### src/rtl/regfile_dump_reader.sv
// Register-file dump engine: stalls the CPU, walks the register file read port
// from FIRST_REG to LAST_REG and streams each word out on a valid/ready
// interface with its index, a last flag and a running checksum.

// Elaboration-time guard on the register range; the design itself never
// depends on this module, it only stops a bad parameter set from building.
module regfile_dump_reader_param_chk #(
  parameter int FIRST_REG = 0,
  parameter int LAST_REG  = 31
) ();
  if ((FIRST_REG < 0) || (FIRST_REG > LAST_REG) || (LAST_REG > 31)) begin : g_bad_range
    $error("regfile_dump_reader: need 0 <= FIRST_REG <= LAST_REG <= 31");
  end
endmodule

module regfile_dump_reader #(
  parameter int DATA_W    = 32,
  parameter int FIRST_REG = 0,
  parameter int LAST_REG  = 31
) (
  input  logic              clk,
  input  logic              reset,
  input  logic              start,
  output logic [4:0]        reg_raddr,
  input  logic [DATA_W-1:0] reg_rdata,
  output logic              cpu_stall,
  output logic              dump_valid,
  input  logic              dump_ready,
  output logic [DATA_W-1:0] dump_data,
  output logic [4:0]        dump_index,
  output logic              dump_last,
  output logic [DATA_W-1:0] checksum,
  output logic              done,
  output logic              busy
);

  localparam logic [4:0] FIRST_ADDR = 5'(FIRST_REG);
  localparam logic [4:0] LAST_ADDR  = 5'(LAST_REG);

  typedef enum logic [1:0] {
    ST_IDLE = 2'd0,
    ST_READ = 2'd1,
    ST_SEND = 2'd2,
    ST_DONE = 2'd3
  } state_e;

  state_e            state_q, state_d;
  logic [4:0]        raddr_q, raddr_d;
  logic [DATA_W-1:0] data_q, data_d;
  logic [4:0]        index_q, index_d;
  logic              last_q, last_d;
  logic              valid_q, valid_d;
  logic [DATA_W-1:0] csum_q, csum_d;
  logic              done_q, done_d;
  logic              busy_q, busy_d;

  regfile_dump_reader_param_chk #(
    .FIRST_REG (FIRST_REG),
    .LAST_REG  (LAST_REG)
  ) u_param_chk ();

  // Next-state and registered-output logic of the dump sequencer.
  always_comb begin
    state_d = state_q;
    raddr_d = raddr_q;
    data_d  = data_q;
    index_d = index_q;
    last_d  = last_q;
    valid_d = valid_q;
    csum_d  = csum_q;
    done_d  = 1'b0;
    busy_d  = busy_q;
    case (state_q)
      ST_IDLE: begin
        if (start) begin
          state_d = ST_READ;
          raddr_d = FIRST_ADDR;
          csum_d  = {DATA_W{1'b0}};
          busy_d  = 1'b1;
        end else begin
          state_d = ST_IDLE;
        end
      end
      ST_READ: begin
        // Read port is combinational, so the word is captured on this edge.
        data_d  = reg_rdata;
        index_d = raddr_q;
        last_d  = (raddr_q == LAST_ADDR);
        valid_d = 1'b1;
        state_d = ST_SEND;
      end
      ST_SEND: begin
        if (dump_ready) begin
          csum_d  = csum_q + data_q;
          valid_d = 1'b0;
          last_d  = 1'b0;
          if (last_q) begin
            state_d = ST_DONE;
            done_d  = 1'b1;
          end else begin
            // last_q guards the increment, so the address never passes LAST_REG.
            raddr_d = raddr_q + 5'd1;
            state_d = ST_READ;
          end
        end else begin
          state_d = ST_SEND;
        end
      end
      ST_DONE: begin
        state_d = ST_IDLE;
        busy_d  = 1'b0;
      end
      default: begin
        state_d = ST_IDLE;
        valid_d = 1'b0;
        last_d  = 1'b0;
        busy_d  = 1'b0;
      end
    endcase
  end

  // State and output registers; reset aborts any dump at once.
  always_ff @(posedge clk or negedge reset) begin
    if (!reset) begin
      state_q <= ST_IDLE;
      raddr_q <= 5'd0;
      data_q  <= {DATA_W{1'b0}};
      index_q <= 5'd0;
      last_q  <= 1'b0;
      valid_q <= 1'b0;
      csum_q  <= {DATA_W{1'b0}};
      done_q  <= 1'b0;
      busy_q  <= 1'b0;
    end else begin
      state_q <= state_d;
      raddr_q <= raddr_d;
      data_q  <= data_d;
      index_q <= index_d;
      last_q  <= last_d;
      valid_q <= valid_d;
      csum_q  <= csum_d;
      done_q  <= done_d;
      busy_q  <= busy_d;
    end
  end

  assign reg_raddr  = raddr_q;
  assign cpu_stall  = busy_q;
  assign busy       = busy_q;
  assign dump_valid = valid_q;
  assign dump_data  = data_q;
  assign dump_index = index_q;
  assign dump_last  = last_q;
  assign checksum   = csum_q;
  assign done       = done_q;

endmodule

### config.mk
export PLATFORM = sky130hd
export DESIGN_NAME = regfile_dump_reader
export DESIGN_NICKNAME = d
export VERILOG_FILES = /design/src/rtl/regfile_dump_reader.sv
export SDC_FILE = /design/constraint.sdc
export NUM_CORES = 1
export LEC_CHECK = 0
export ABC_CLOCK_PERIOD_IN_PS = 4900
export BUFFER_PORTS_ARGS = -buffer_cell sky130_fd_sc_hd__buf_4
export CAP_MARGIN = 20
export CORE_MARGIN = 3
export CORE_UTILIZATION = 58
export CTS_CLUSTER_SIZE = 14
export DETAILED_ROUTE_END_ITERATION = 8
export PLACE_DENSITY = 0.95
export SYNTH_ARGS = -nofsm -noshare
export SYNTH_HDL_FRONTEND = slang
export SYNTH_SLANG_ARGS = --single-unit
### constraint.sdc
create_clock -name clk -period 4.9 [get_ports clk]
set_input_delay 0.98 -clock clk [delete_from_list [all_inputs] [get_ports clk]]
set_output_delay 0.98 -clock clk [all_outputs]
set_load 0.01 [all_outputs]
=== Yosys cells after proc, flatten, opt, wreduce, memory -nomap -nowiden ===
Index checks and enable logic that the tools add are counted.

* Add/sub/neg operators: 2
* $mul: 0
* Div/mod/pow operators: 0
* Order comparisons: 0
* Equal/unequal tests: 7
* Shift operators: 0
* Multiplexer cells: 19
* Bitwise logic cells: 0
* Reduce and logical (&&, ||, !) cells: 8

{| class="wikitable"
|+ Operators with widths
! cell !! count
|-
| $mux 32 || 2
|-
| $pmux 32 s2 || 1
|-
| $add 32x32->32 || 1
|-
| $mux 5 || 3
|-
| $pmux 5 s2 || 1
|-
| $pmux 2 s4 || 1
|-
| $mux 1 || 6
|-
| $ne 2x2->1 const B || 3
|-
| $pmux 1 s2 || 3
|-
| $reduce_bool 2->1 || 3
|-
| $add 5x1->5 const B || 1
|-
| $eq 5x5->1 const B || 1
|-
| $eq 2x2->1 const B || 2
|-
| $mux 2 || 2
|-
| $reduce_and 2->1 || 2
|-
| $reduce_and 4->1 || 1
|-
| $reduce_and 3->1 || 1
|-
| $eq 2x1->1 const B || 1
|-
| $logic_not 2->1 || 1
|}

* Register bits: 80
* Bits in latches: 0
* Bits in writable memories: 0
* Bits in read-only memories: 0
* Bits of input ports: 36
* Output and inout port bits: 79
* Memories: 0

=== Depth between registers and ports, before layout ===
Gate-level depths: netlist (run 1).

* Word-level depth: 4
* Mapped depth: 12
* Gate-level depth less buffers: 12

=== Least setup slack after synthesis (run 1) ===
No wires, ideal clock.

* Kind: reg2reg
* Start point: register data_q[0] (netlist: dump_data[0])
* End point: register csum_q[28] (netlist: checksum[28])
* Arrival: 2.400 ns
* Required time: 4.769 ns
* Setup slack: 2.369 ns
* Stages on the path, launching flop included: 13
* Path buffers: 0
* Clock period less this slack: 2.531 ns
* Path through: dfrtp_1 ha_1 inv_1 fa_1 nor2b_4 o31a_1 o311ai_2 a21boi_2 o31ai_4 o21ai_2 a31oi_1 xor2_1 o21ai_1

* Word-level cells in the longest chain between the ends: 3

{| class="wikitable"
|+ Ends and longest elaborated chain
! element !! RTL line !! text
|-
| from (decl) || 49 || <nowiki>logic [DATA_W-1:0] data_q, data_d;</nowiki>
|-
| from (signal assigned) || 127 || <nowiki>data_q <= {DATA_W{1'b0}};</nowiki>
|-
| from (signal assigned) || 137 || <nowiki>data_q <= data_d;</nowiki>
|-
| $add 32x32->32 || 94 || <nowiki>csum_d = csum_q + data_q;</nowiki>
|-
| $mux 32 || 93 || <nowiki>if (dump_ready) begin</nowiki>
|-
| $pmux 32 s2 || 73 || <nowiki>case (state_q)</nowiki>
|-
| to (signal assigned) || 131 || <nowiki>csum_q <= {DATA_W{1'b0}};</nowiki>
|-
| to (signal assigned) || 141 || <nowiki>csum_q <= csum_d;</nowiki>
|-
| to (decl) || 53 || <nowiki>logic [DATA_W-1:0] csum_q, csum_d;</nowiki>
|}

Every way passes these cells. The select of a mux whose other input is x is not followed.
A chain may end at the register's enable or synchronous reset.

=== Worst setup path after layout (run 1) ===
Ends and elaborated chain as after synthesis.

==> reports/metrics.yaml, run 1 <==
outcome: "completed"
final-max-slew-violation-count: 0
port-buffer-count: 114
core.rowCount: 31
place_area_sq_um: 5540
clock_sink_count: 80
power.share.switching_pct: 42.5
antenna_cells: 0
cellInternalPower_mw: 2.29
rsz0062_at_grt: "no"
whs_path_depth: 1
routed_wire_length_per_instance_microns: 17.7
hold_path_end: "checksum[31]$_DFFE_PN0P_"
number_of_buffers_created_by_cts: 9
clock-root-buffer: "clkbuf_8"
drt_iter0_markers: 160
critical_path_class: "register to register"
power.switching_mw: 1.69
powerDensity_nw_per_um2: 690
groute.usage.overall_pct: 26.0
ys.flop_type: "dfrtp_1"
drt_first_pass_iters: 4
final_cell_area_sq_um: 5760
synth_warnings: 0
timing.fmax_mhz: 344
clockPowerShare_pct: 13.5
die_width_microns: 95.1
nNetsFinal: 616
cts_buffer_depth: 2
regToRegEndpoint: "checksum[28]$_DFFE_PN0P_"
grt_pass1_wl_microns: 18300
worstSkewPairLatency_ns: 0.36
syn2layout_area_growth_pct: 25.1
ys_ff_latch: 80
synth_nets: 504
ff2ff_setup_slack_ns: 2.00
antenna_left: 0
worst-endpoint-required_ns: 5.10
tightestPinTransition_ns: 1.00
cts_tree: "yes"
cts_hold_repair.buffers: 0
r2r.worst_path.cells: 12
detail_route.wirelength_microns: 11500
worstSetupEndpointType: "register"
share_comb_of_total_power_pct: 57.7
number_of_antenna_violations_at_the_first_check_in_global_routing: 0
final_cell_mix: "buf_4 (116), dfrtp_1 (80), nand2_1 (53), mux2_2 (39), o21ai_0 (37)"
num_io_pins: 115
hpwl_microns: 8270
report.power.total_mw: 3.98
setup_viol: 0
timing.clock.skew_ns: 0.0120
synthesis.instances: 434
r2r-start: "dump_data[0]$_DFFE_PN0P_"
synth_area_sq_um: 4600
worstPathArrival_ns: 3.11
worstHoldPathType: "register to register"
first_global_vias: 3854
synth.top_cell.area_share_pct: 43.5
synth.largest_area_cell: "dfrtp_1"
syn-mean-instance-area_sq_um: 10.6
synth_enable_flop_cells: 0
post_cts.resized_instances: 0
placed_cells_incl_taps: 634
seqPwrFrac_pct: 28.8
cap_viol_max_count: 0
timing.final.hold_violations: 0
crit_path_max_fanout: 4
totalNegativeSetupSlack_ns: 0
ys_types: 62
post-cts-setup-buffer-count: 0
full_die_area_sq_um: 9040
routabilityCongestion: 0.965
layout.core_utilization_pct: 77.0
cp-start-kind: "register"
route.detailed.drc: 0
synth.area.top_cells: "dfrtp_1 (43%), mux2_2 (9.5%), ha_1 (9.0%)"
pin_count_of_the_biggest_net_entering_global_routing: 81
start_util_pct: 61.5
relSlewSlack_pct: 33.1
globalRoute.totalOverflow: 0
post-route-period-util_pct: 59.3
final.min_clock_period_ns: 2.90
route.detailed.vias_per_inst: 5.90
vdd_ir_drop_max_uv: 355
total_leakage_power_nw: 2.87
drive_gt1_share_pct: 35.2
h-tree-depth: 3
cts.clk_slew.worst_paths_ns: 0.09
synth_sequential_area_ratio_pct: 43.5
vias: 3834
die_y_microns: 95.1
synth-async-reset-ratio_pct: 100
final_cell_count_no_fill: 650
hold_start: "checksum[31]$_DFFE_PN0P_"
mostFrequentLayoutCell: "buf_4"
core_region_area_sq_um: 7490
flip-flops by register name, summed over array words and instances, names as in the netlist:
name        count
dump_index      5
reg_raddr       5
dump_valid      1
dump_last       1
state_q         2
done            1
checksum       32
dump_data      32
busy            1
routing by layer:
| layer | track usage (%) | routed length, microns | up-vias |
|---|---|---|---|
| met1 | 30.4 | 4510 | 1874 |
| li1 | - | - | 1793 |
| met3 | 7.18 | 818 | 19 |
| met2 | 46.5 | 5920 | 148 |
| met4 | 7.69 | 234 | 0 |
| met5 | 0 | 0 | - |
power by group through the flow:
| stage | clock network, mW | logic [mW] | registers [mW] |
|---|---|---|---|
| floorplan | 0 | 1.44 | 1.21 |
| global placement | 0 | 2.15 | 1.13 |
| detailed placement | 0 | 2.24 | 1.15 |
| CTS | 0.545 | 2.28 | 1.14 |
| global route | 0.576 | 2.49 | 1.18 |
| finish | 0.537 | 2.29 | 1.15 |
worst max path at each step:
stage / startpoint / slack (ns) / endpoint / cells past startpoint
2_1_floorplan: dump_data[0]$_DFFE_PN0P_ / 2.37 / checksum[28]$_DFFE_PN0P_ / 12
3_3_place_gp: dump_ready / 2.02 / reg_raddr[1]$_DFFE_PN0P_ / 5
3_5_place_dp: dump_ready / 1.92 / reg_raddr[1]$_DFFE_PN0P_ / 5
4_1_cts: dump_data[0]$_DFFE_PN0P_ / 2.05 / checksum[28]$_DFFE_PN0P_ / 12
5_1_grt: dump_data[0]$_DFFE_PN0P_ / 1.89 / checksum[24]$_DFFE_PN0P_ / 12
6_report: dump_data[0]$_DFFE_PN0P_ / 2.00 / checksum[28]$_DFFE_PN0P_ / 12
area by class of cell:
cell class / count / area, sq um
Sequential cell: 80 / 2000
Clock buffer: 10 / 128
Multi-Input combinational cell: 331 / 2510
Inverter: 8 / 30.0
Tap cell: 99 / 124
Clock inverter: 6 / 93.8
Timing Repair Buffer: 116 / 871
Fill cell: 489 / 1730
stage by stage:
stage	setup WS, ns	hold slack (ns)
floorplan	2.37	0.485
finish	2.00	0.494
CTS	2.05	0.499
detailed placement	1.92	0.489
global placement	2.02	0.462
global route	1.89	0.547
critical path, cell delays in order, from the launching register on:
cell	delay, ns
dfrtp_1	0.41
ha_1	0.27
inv_1	0.09
fa_1	0.23
nor2b_4	0.06
o31a_1	0.30
o311ai_2	0.31
a21boi_2	0.12
o31ai_4	0.31
o21ai_2	0.12
a31oi_1	0.22
xor2_1	0.21
o21ai_1	0.08
synthesized netlist by cell type, types with 3 or more instances:
cell       n
a21o_1    18
clkbuf_1  11
ha_1      33
nor2_1    11
mux2_2    39
o21bai_1   4
a31oi_1    3
and2b_2    3
o211ai_1   4
nand3_1    3
and3_1     3
inv_1      8
nand2b_1   5
nand2_1   53
xnor2_1   11
xor2_1    17
nor2b_1    4
nand4_1    7
dfrtp_1   80
o21ai_1    3
a21oi_1   25
o21a_1     4
o21ai_0   37
kinds of logic after synthesis:
group | after synthesis | share of synthesized area (%)
buffers and inverters | 23 | 2.09
adder cells (fa/ha/maj) | 34 | 9.40
flip-flops | 80 | 43.5
multiplexers | 39 | 9.54
XOR/XNOR | 28 | 5.33
AO/OA/AOI/OAI | 124 | 18.6
AND/OR/NAND/NOR | 106 | 11.5
No activity file was read; power rests on OpenSTA's default activity.
==> run 2: changes to the inputs <==
==> config.mk (replaced) <==
export PLATFORM = sky130hd
export DESIGN_NAME = regfile_dump_reader
export DESIGN_NICKNAME = d
export VERILOG_FILES = /design/src/rtl/regfile_dump_reader.sv
export SDC_FILE = /design/constraint.sdc
export NUM_CORES = 1
export LEC_CHECK = 0
export ABC_CLOCK_PERIOD_IN_PS = 2500
export BUFFER_PORTS_ARGS = -buffer_cell sky130_fd_sc_hd__buf_4
export CAP_MARGIN = 20
export CORE_MARGIN = 3
export CORE_UTILIZATION = 49
export CTS_CLUSTER_SIZE = 14
export DETAILED_ROUTE_END_ITERATION = 8
export PLACE_DENSITY = 0.88
export SYNTH_ARGS = -nofsm -noshare
export SYNTH_HDL_FRONTEND = slang
export SYNTH_SLANG_ARGS = --single-unit
==> constraint.sdc (replaced) <==
create_clock -name clk -period 2.5 [get_ports clk]
set_input_delay 0.5 -clock clk [delete_from_list [all_inputs] [get_ports clk]]
set_output_delay 0.5 -clock clk [all_outputs]
set_load 0.01 [all_outputs]
==> run 2 against run 1 <==
  * The run now ends with negative setup slack left
  * Die area is 17% higher
  * Cell area increased by 7.5%
  * Sequential power up 96%
  * Worst hold slack got worse by 0.41 ns
  * Clock-buffer cell count did not move
  * Clock skew barely moved
  * Combinational power is 120% higher
  * Sequential share of layout area down 2.4 points
  * Clock power rose by 110%
  * Largest power group unchanged
==> reports/metrics.yaml, run 2 (same netlist as run 1, synthesis figures left out) <==
nNetsFinal: 649  # +5.4%
layout_setup_ws_ns: -0.120  # -2.12 ns
cts_buffer_depth: 2  # unchanged
tightestPinTransition_ns: 0.558  # -0.443 ns
worstHoldPathType: "input pin to async pin"
antenna_cells: 0  # unchanged
final.min_clock_period_ns: 2.62  # -0.283 ns
totalNegativeSetupSlack_ns: -0.504  # -0.504 ns
total_leakage_power_nw: 3.05  # +6.4%
worst-endpoint-required_ns: 2.72  # -2.38 ns
r2r.worst_path.cells: 13  # +1
hpwl_microns: 8800  # +6.5%
first_global_vias: 4086  # +6.0%
core_region_area_sq_um: 8930  # +19%
critical_path_class: "register to register"
power.share.switching_pct: 41.5  # -1.0 points
clock-root-buffer: "clkbuf_8"
die_width_microns: 103  # +8.2%
route.detailed.drc: 0  # unchanged
start_util_pct: 51.5  # -10 points
setup_viol: 7  # +7
grt_pass1_wl_microns: 19200  # +4.7%
port-buffer-count: 114  # unchanged
h-tree-depth: 3  # unchanged
cts_tree: "yes"
num_io_pins: 115  # unchanged
routabilityCongestion: 0.914  # -5.3%
worstSkewPairLatency_ns: 0.35  # about the same
rsz0062_at_grt: "yes"
timing.final.hold_violations: 0  # unchanged
cp-start-kind: "register"
vias: 3977  # +3.7%
core.rowCount: 34  # +9.7%
worstPathArrival_ns: 2.84  # -0.27 ns
relSlewSlack_pct: 62.8  # +30 points
cap_viol_max_count: 0  # unchanged
groute.usage.overall_pct: 22.9  # -3.1 points
routed_wire_length_per_instance_microns: 17.7  # +0.28%
drt_first_pass_iters: 5  # +1
drive_gt1_share_pct: 42.5  # +7.3 points
power.switching_mw: 3.50  # +110%
final-max-slew-violation-count: 0  # unchanged
timing.fmax_mhz: 382  # +11%
antenna_left: 0  # unchanged
worstSetupEndpointType: "register"
outcome: "complete, but fails checks"
powerDensity_nw_per_um2: 1360  # +98%
seqPwrFrac_pct: 26.7  # -2.1 points
clockPowerShare_pct: 13.6  # about the same
timing.clock.skew_ns: 0.0118  # -0.000157 ns
detail_route.wirelength_microns: 12300  # +6.8%
die_y_microns: 103  # +8.2%
number_of_buffers_created_by_cts: 9  # unchanged
crit_path_max_fanout: 2  # -2
globalRoute.totalOverflow: 0  # unchanged
violated_checks: "negative setup slack"
drt_iter0_markers: 154  # -3.8%
final_cell_mix: "buf_4 (146), dfrtp_1 (80), nand2_1 (52), mux2_2 (39), o21ai_0 (34)"
vdd_ir_drop_max_uv: 858  # +140%
full_die_area_sq_um: 10600  # +17%
clock_sink_count: 80  # unchanged
mostFrequentLayoutCell: "buf_4"
cts_hold_repair.buffers: 0  # unchanged
post-route-period-util_pct: 105  # +46 points
pin_count_of_the_biggest_net_entering_global_routing: 36  # -56%
number_of_antenna_violations_at_the_first_check_in_global_routing: 0  # unchanged
share_comb_of_total_power_pct: 59.7  # +2.0 points
cellInternalPower_mw: 4.94  # +120%
syn2layout_area_growth_pct: 34.5
route.detailed.vias_per_inst: 5.75  # -2.6%
cts.clk_slew.worst_paths_ns: 0.09  # about the same
layout.core_utilization_pct: 69.3  # -7.7 points
run 2: cell count changes in the layout (fill, tap and decap cells not counted), sizes merged:
cell,before,now
bufinv,2,3
clkinv,3,2
buf,116,149
run 2: final cells by class:
class / instances / area [sq um]
Multi-Input combinational cell: 331 / 2640
Timing Repair Buffer: 149 / 1150
Clock buffer: 10 / 128
Inverter: 8 / 30.0
Fill cell: 637 / 2740
Clock inverter: 6 / 108
Sequential cell: 80 / 2000
Tap cell: 108 / 135
run 2: final timing paths:
kind	startpoint	slack, ns	to
worst max-delay path	dump_data[0]$_DFFE_PN0P_	-0.12	checksum[24]$_DFFE_PN0P_
worst min-delay path	reset	0.08	dump_data[29]$_DFFE_PN0P_
worst max register to register	dump_data[0]$_DFFE_PN0P_	-0.12	checksum[24]$_DFFE_PN0P_
worst min register to register	dump_valid$_DFFE_PN0P_	0.49	dump_valid$_DFFE_PN0P_
max in group asynchronous	reset	1.84	checksum[10]$_DFFE_PN0P_
min in group clk	reg_rdata[1]	0.36	dump_data[1]$_DFFE_PN0P_
run 2: power groups by stage:
stage | registers (mW) | clock network, mW | logic [mW]
2_1_floorplan | 2.36 | 0 | 2.83
3_3_place_gp | 2.22 | 0 | 4.45
3_5_place_dp | 2.26 | 0 | 4.61
4_1_cts | 2.23 | 1.16 | 4.84
5_1_grt | 2.32 | 1.21 | 5.47
6_report | 2.25 | 1.15 | 5.04
run 2: routing by layer:
metal	share of wire (%)	wire length (microns)	global-route usage [%]	vias up
met5	0	0	0	-
met4	2.3	280	8.37	0
met3	6.5	798	5.28	24
met2	50	6110	39.4	168
met1	41	5080	28.1	1922
li1	-	-	-	1863
run 2: through the flow:
stage                     total power, mW  std cells  hold WS (ns)  worst slack, ns  cell area (sq um)
after floorplan                      5.20        434         0.204           0.0239               4610
after global placement               6.67        663         0.463         -0.00382               5730
after detailed placement             6.87        663         0.464           -0.122               5730
after CTS                            8.23        686        0.0786          -0.0751               6070
after global routing                 9.00        692        0.0902           -0.262               6190
final                                8.44        692        0.0827           -0.120               6190
run 2: worst max-delay path, stage by stage, from the launching register on:
cell	delay (ns)
dfrtp_1	0.41
ha_2	0.21
inv_2	0.06
fa_2	0.23
nor2b_4	0.05
o31a_1	0.30
o311ai_4	0.31
buf_4	0.16
nand2_2	0.06
a41oi_2	0.16
nand4_1	0.14
a21oi_2	0.16
xor2_1	0.14
o21ai_0	0.09
run 2: timing repair:
action / CTS / global route
buffers inserted: 7 / 6
resized for setup: 13 / 15
pin swaps: 16 / 15
endpoints found under the setup margin: 7 / 15
==> run 3: changes to the inputs <==
--- a/config.mk
+++ b/config.mk
@@ -8,7 +8,6 @@
 export ABC_CLOCK_PERIOD_IN_PS = 2500
 export BUFFER_PORTS_ARGS = -buffer_cell sky130_fd_sc_hd__buf_4
 export CAP_MARGIN = 20
-export CORE_MARGIN = 3
 export CORE_UTILIZATION = 49
 export CTS_CLUSTER_SIZE = 14
 export DETAILED_ROUTE_END_ITERATION = 8
==> run 3 against run 2 <==
  * The flow still finishes with violations (negative setup slack)
  * Largest cell class unchanged
  * Largest power group unchanged
  * Global-route usage grew 1.5 points
  * Cell area grew 0.36%
  * Register-to-register slack about the same
  * Die area is 7.6% lower
  * Sequential power about the same
  * Non-clock buffer count fell by 1
  * Sequential cell count unchanged
==> reports/metrics.yaml, run 3 (same netlist as run 1, synthesis figures left out) <==
violated_checks: "negative setup slack"
cts.clk_slew.worst_paths_ns: 0.09  # about the same
crit_chain: "ha_2 -> inv_2 -> fa_2 -> nor2b_4 -> o31a_1 -> o311ai_4 -> a21boi_2 -> o31ai_4 -> o21ai_2 -> a31oi_1 -> xor2_1 -> o21ai_1"
share_comb_of_total_power_pct: 58.4  # -1.3 points
outcome: "complete, but fails checks"
drt_first_pass_iters: 4  # -1
die_y_microns: 98.9  # -3.9%
family_with_the_most_delay_on_the_worst_path: "compound AO/OA/AOI/OAI gates"
multiInputGateArea_sq_um: 2660  # +0.90%
placed_cells_incl_taps: 668  # +0.75%
worstHoldPathType: "input pin to async pin"
crit_path_max_fanout: 3  # +1
clockPowerShare_pct: 15.0  # +1.4 points
nNetsFinal: 648  # -0.15%
relSlewSlack_pct: 63.9  # +1.1 points
full_die_area_sq_um: 9790  # -7.6%
antenna_cells: 0  # unchanged
critical_path_class: "register to register"
globalRoute.totalOverflow: 0  # unchanged
power.switching_mw: 3.47  # -0.80%
cp-start-kind: "register"
path_buf_inv: 1  # -1
crit_slowest_cell: "dfrtp_1"
setup_viol: 5  # -2
layout_setup_ws_ns: -0.117  # +0.00355 ns
final_cell_mix: "buf_4 (148), dfrtp_1 (80), nand2_1 (52), mux2_2 (39), o21ai_0 (35)"
drt_iter0_markers: 180  # +17%
rsz0062_at_grt: "yes"
timing.clock.skew_ns: 0.0108  # -0.000981 ns
syn2layout_area_growth_pct: 35.0
worstSetupEndpointType: "register"
worst-endpoint-required_ns: 2.74  # +0.02 ns
timing.fmax_mhz: 382  # +0.14%
core_region_area_sq_um: 9150  # +2.5%
timing.final.hold_violations: 0  # unchanged
pin_count_of_the_biggest_net_entering_global_routing: 43  # +19%
route.detailed.drc: 0  # unchanged
start_util_pct: 50.3  # -1.2 points
total_leakage_power_nw: 3.04  # -0.51%
groute.usage.overall_pct: 24.4  # +1.5 points
routed_wire_length_per_instance_microns: 17.1  # -3.4%
clock_sink_count: 80  # unchanged
clock-root-buffer: "clkbuf_8"
place_area_sq_um: 5720  # -0.11%
number_of_antenna_violations_at_the_first_check_in_global_routing: 0  # unchanged
final_cell_area_sq_um: 6210  # +0.36%
antenna_left: 0  # unchanged
first_global_vias: 3985  # -2.5%
vdd_ir_drop_max_uv: 734  # -14%
final_cell_count_no_fill: 693  # +0.14%
vias: 4001  # +0.60%
final.min_clock_period_ns: 2.62  # -0.00355 ns
num_io_pins: 115  # unchanged
powerDensity_nw_per_um2: 1370  # +0.70%
tightestPinTransition_ns: 0.541  # -0.0163 ns
final-max-slew-violation-count: 0  # unchanged
route.detailed.vias_per_inst: 5.77  # +0.46%
fill_cells: 672  # +5.5%
power.share.switching_pct: 40.7  # -0.77 points
cap_viol_max_count: 0  # unchanged
worstPathArrival_ns: 2.85  # about the same
number_of_buffers_created_by_cts: 9  # unchanged
port-buffer-count: 114  # unchanged
h-tree-depth: 3  # unchanged
register_area_sq_um: 2000  # unchanged
routabilityCongestion: 0.899  # -1.6%
detail_route.wirelength_microns: 11900  # -3.2%
mostFrequentLayoutCell: "buf_4"
cellInternalPower_mw: 5.06  # +2.4%
cts_tree: "yes"
post-route-period-util_pct: 105  # -0.14 points
worst_path_largest_cell_delay_ns: 0.40  # about the same
cts_buffer_depth: 2  # unchanged
drive_gt1_share_pct: 42.4  # about the same
grt_pass1_wl_microns: 18900  # -1.5%
worstSkewPairLatency_ns: 0.36  # about the same
die_width_microns: 98.9  # -3.9%
core.rowCount: 35  # +2.9%
hpwl_microns: 8430  # -4.2%
seqPwrFrac_pct: 26.6  # about the same
==> run 3: metal layers <==
metal	vias up	wire (microns)	track usage, %
met5	-	0	0
met4	0	292	10.3
met3	26	749	4.61
met2	156	5770	40.3
met1	1965	5050	31.4
li1	1854	-	-
==> run 3: power groups by stage <==
stage / clock network (mW) / registers, mW / logic [mW]
floorplan: 0 / 2.36 / 2.83
global placement: 0 / 2.23 / 4.48
detailed placement: 0 / 2.26 / 4.59
CTS: 1.28 / 2.24 / 4.70
global route: 1.35 / 2.34 / 5.41
finish: 1.28 / 2.27 / 4.98
==> run 3: final timing paths <==
path / startpoint / end / slack [ns] / cells after the start
max: dump_data[0]$_DFFE_PN0P_ / checksum[30]$_DFFE_PN0P_ / -0.12 / 12
min: reset / dump_data[29]$_DFFE_PN0P_ / 0.11 / 1
min reg2reg: dump_valid$_DFFE_PN0P_ / dump_valid$_DFFE_PN0P_ / 0.49 / 1
max in group asynchronous: reset / checksum[7]$_DFFE_PN0P_ / 1.63 / 2
max reg2reg: dump_data[0]$_DFFE_PN0P_ / checksum[30]$_DFFE_PN0P_ / -0.12 / 12
min in group clk: reg_rdata[27] / dump_data[27]$_DFFE_PN0P_ / 0.37 / 2
==> run 3: what timing repair did <==
item,CTS,global route
gates resized for setup,5,21
pin swaps,9,8
setup buffers,4,6
endpoints found under the setup margin,6,12
hold buffers,0,0
cloned,0,0
==> run 3: through the flow <==
step | hold WS [ns] | power [mW] | util (%) | setup WS, ns | setup TNS [ns]
3_5_place_dp | 0.471 | 6.85 | 62.5 | -0.169 | -0.520
2_1_floorplan | 0.204 | 5.20 | - | 0.0239 | 0
4_1_cts | 0.139 | 8.22 | 65.9 | -0.0761 | -0.0949
5_1_grt | 0.152 | 9.09 | 67.9 | -0.177 | -0.797
6_report | 0.110 | 8.53 | 67.9 | -0.117 | -0.294
3_3_place_gp | 0.464 | 6.71 | 62.5 | -0.00727 | -0.00914
==> run 3: area by class of cell <==
class,instances,share of cell area (%)
Multi-Input combinational cell,331,42.9
Sequential cell,80,32.2
Inverter,8,0.483
Tap cell,111,2.24
Clock inverter,5,2.07
Clock buffer,10,2.22
Timing Repair Buffer,148,17.9
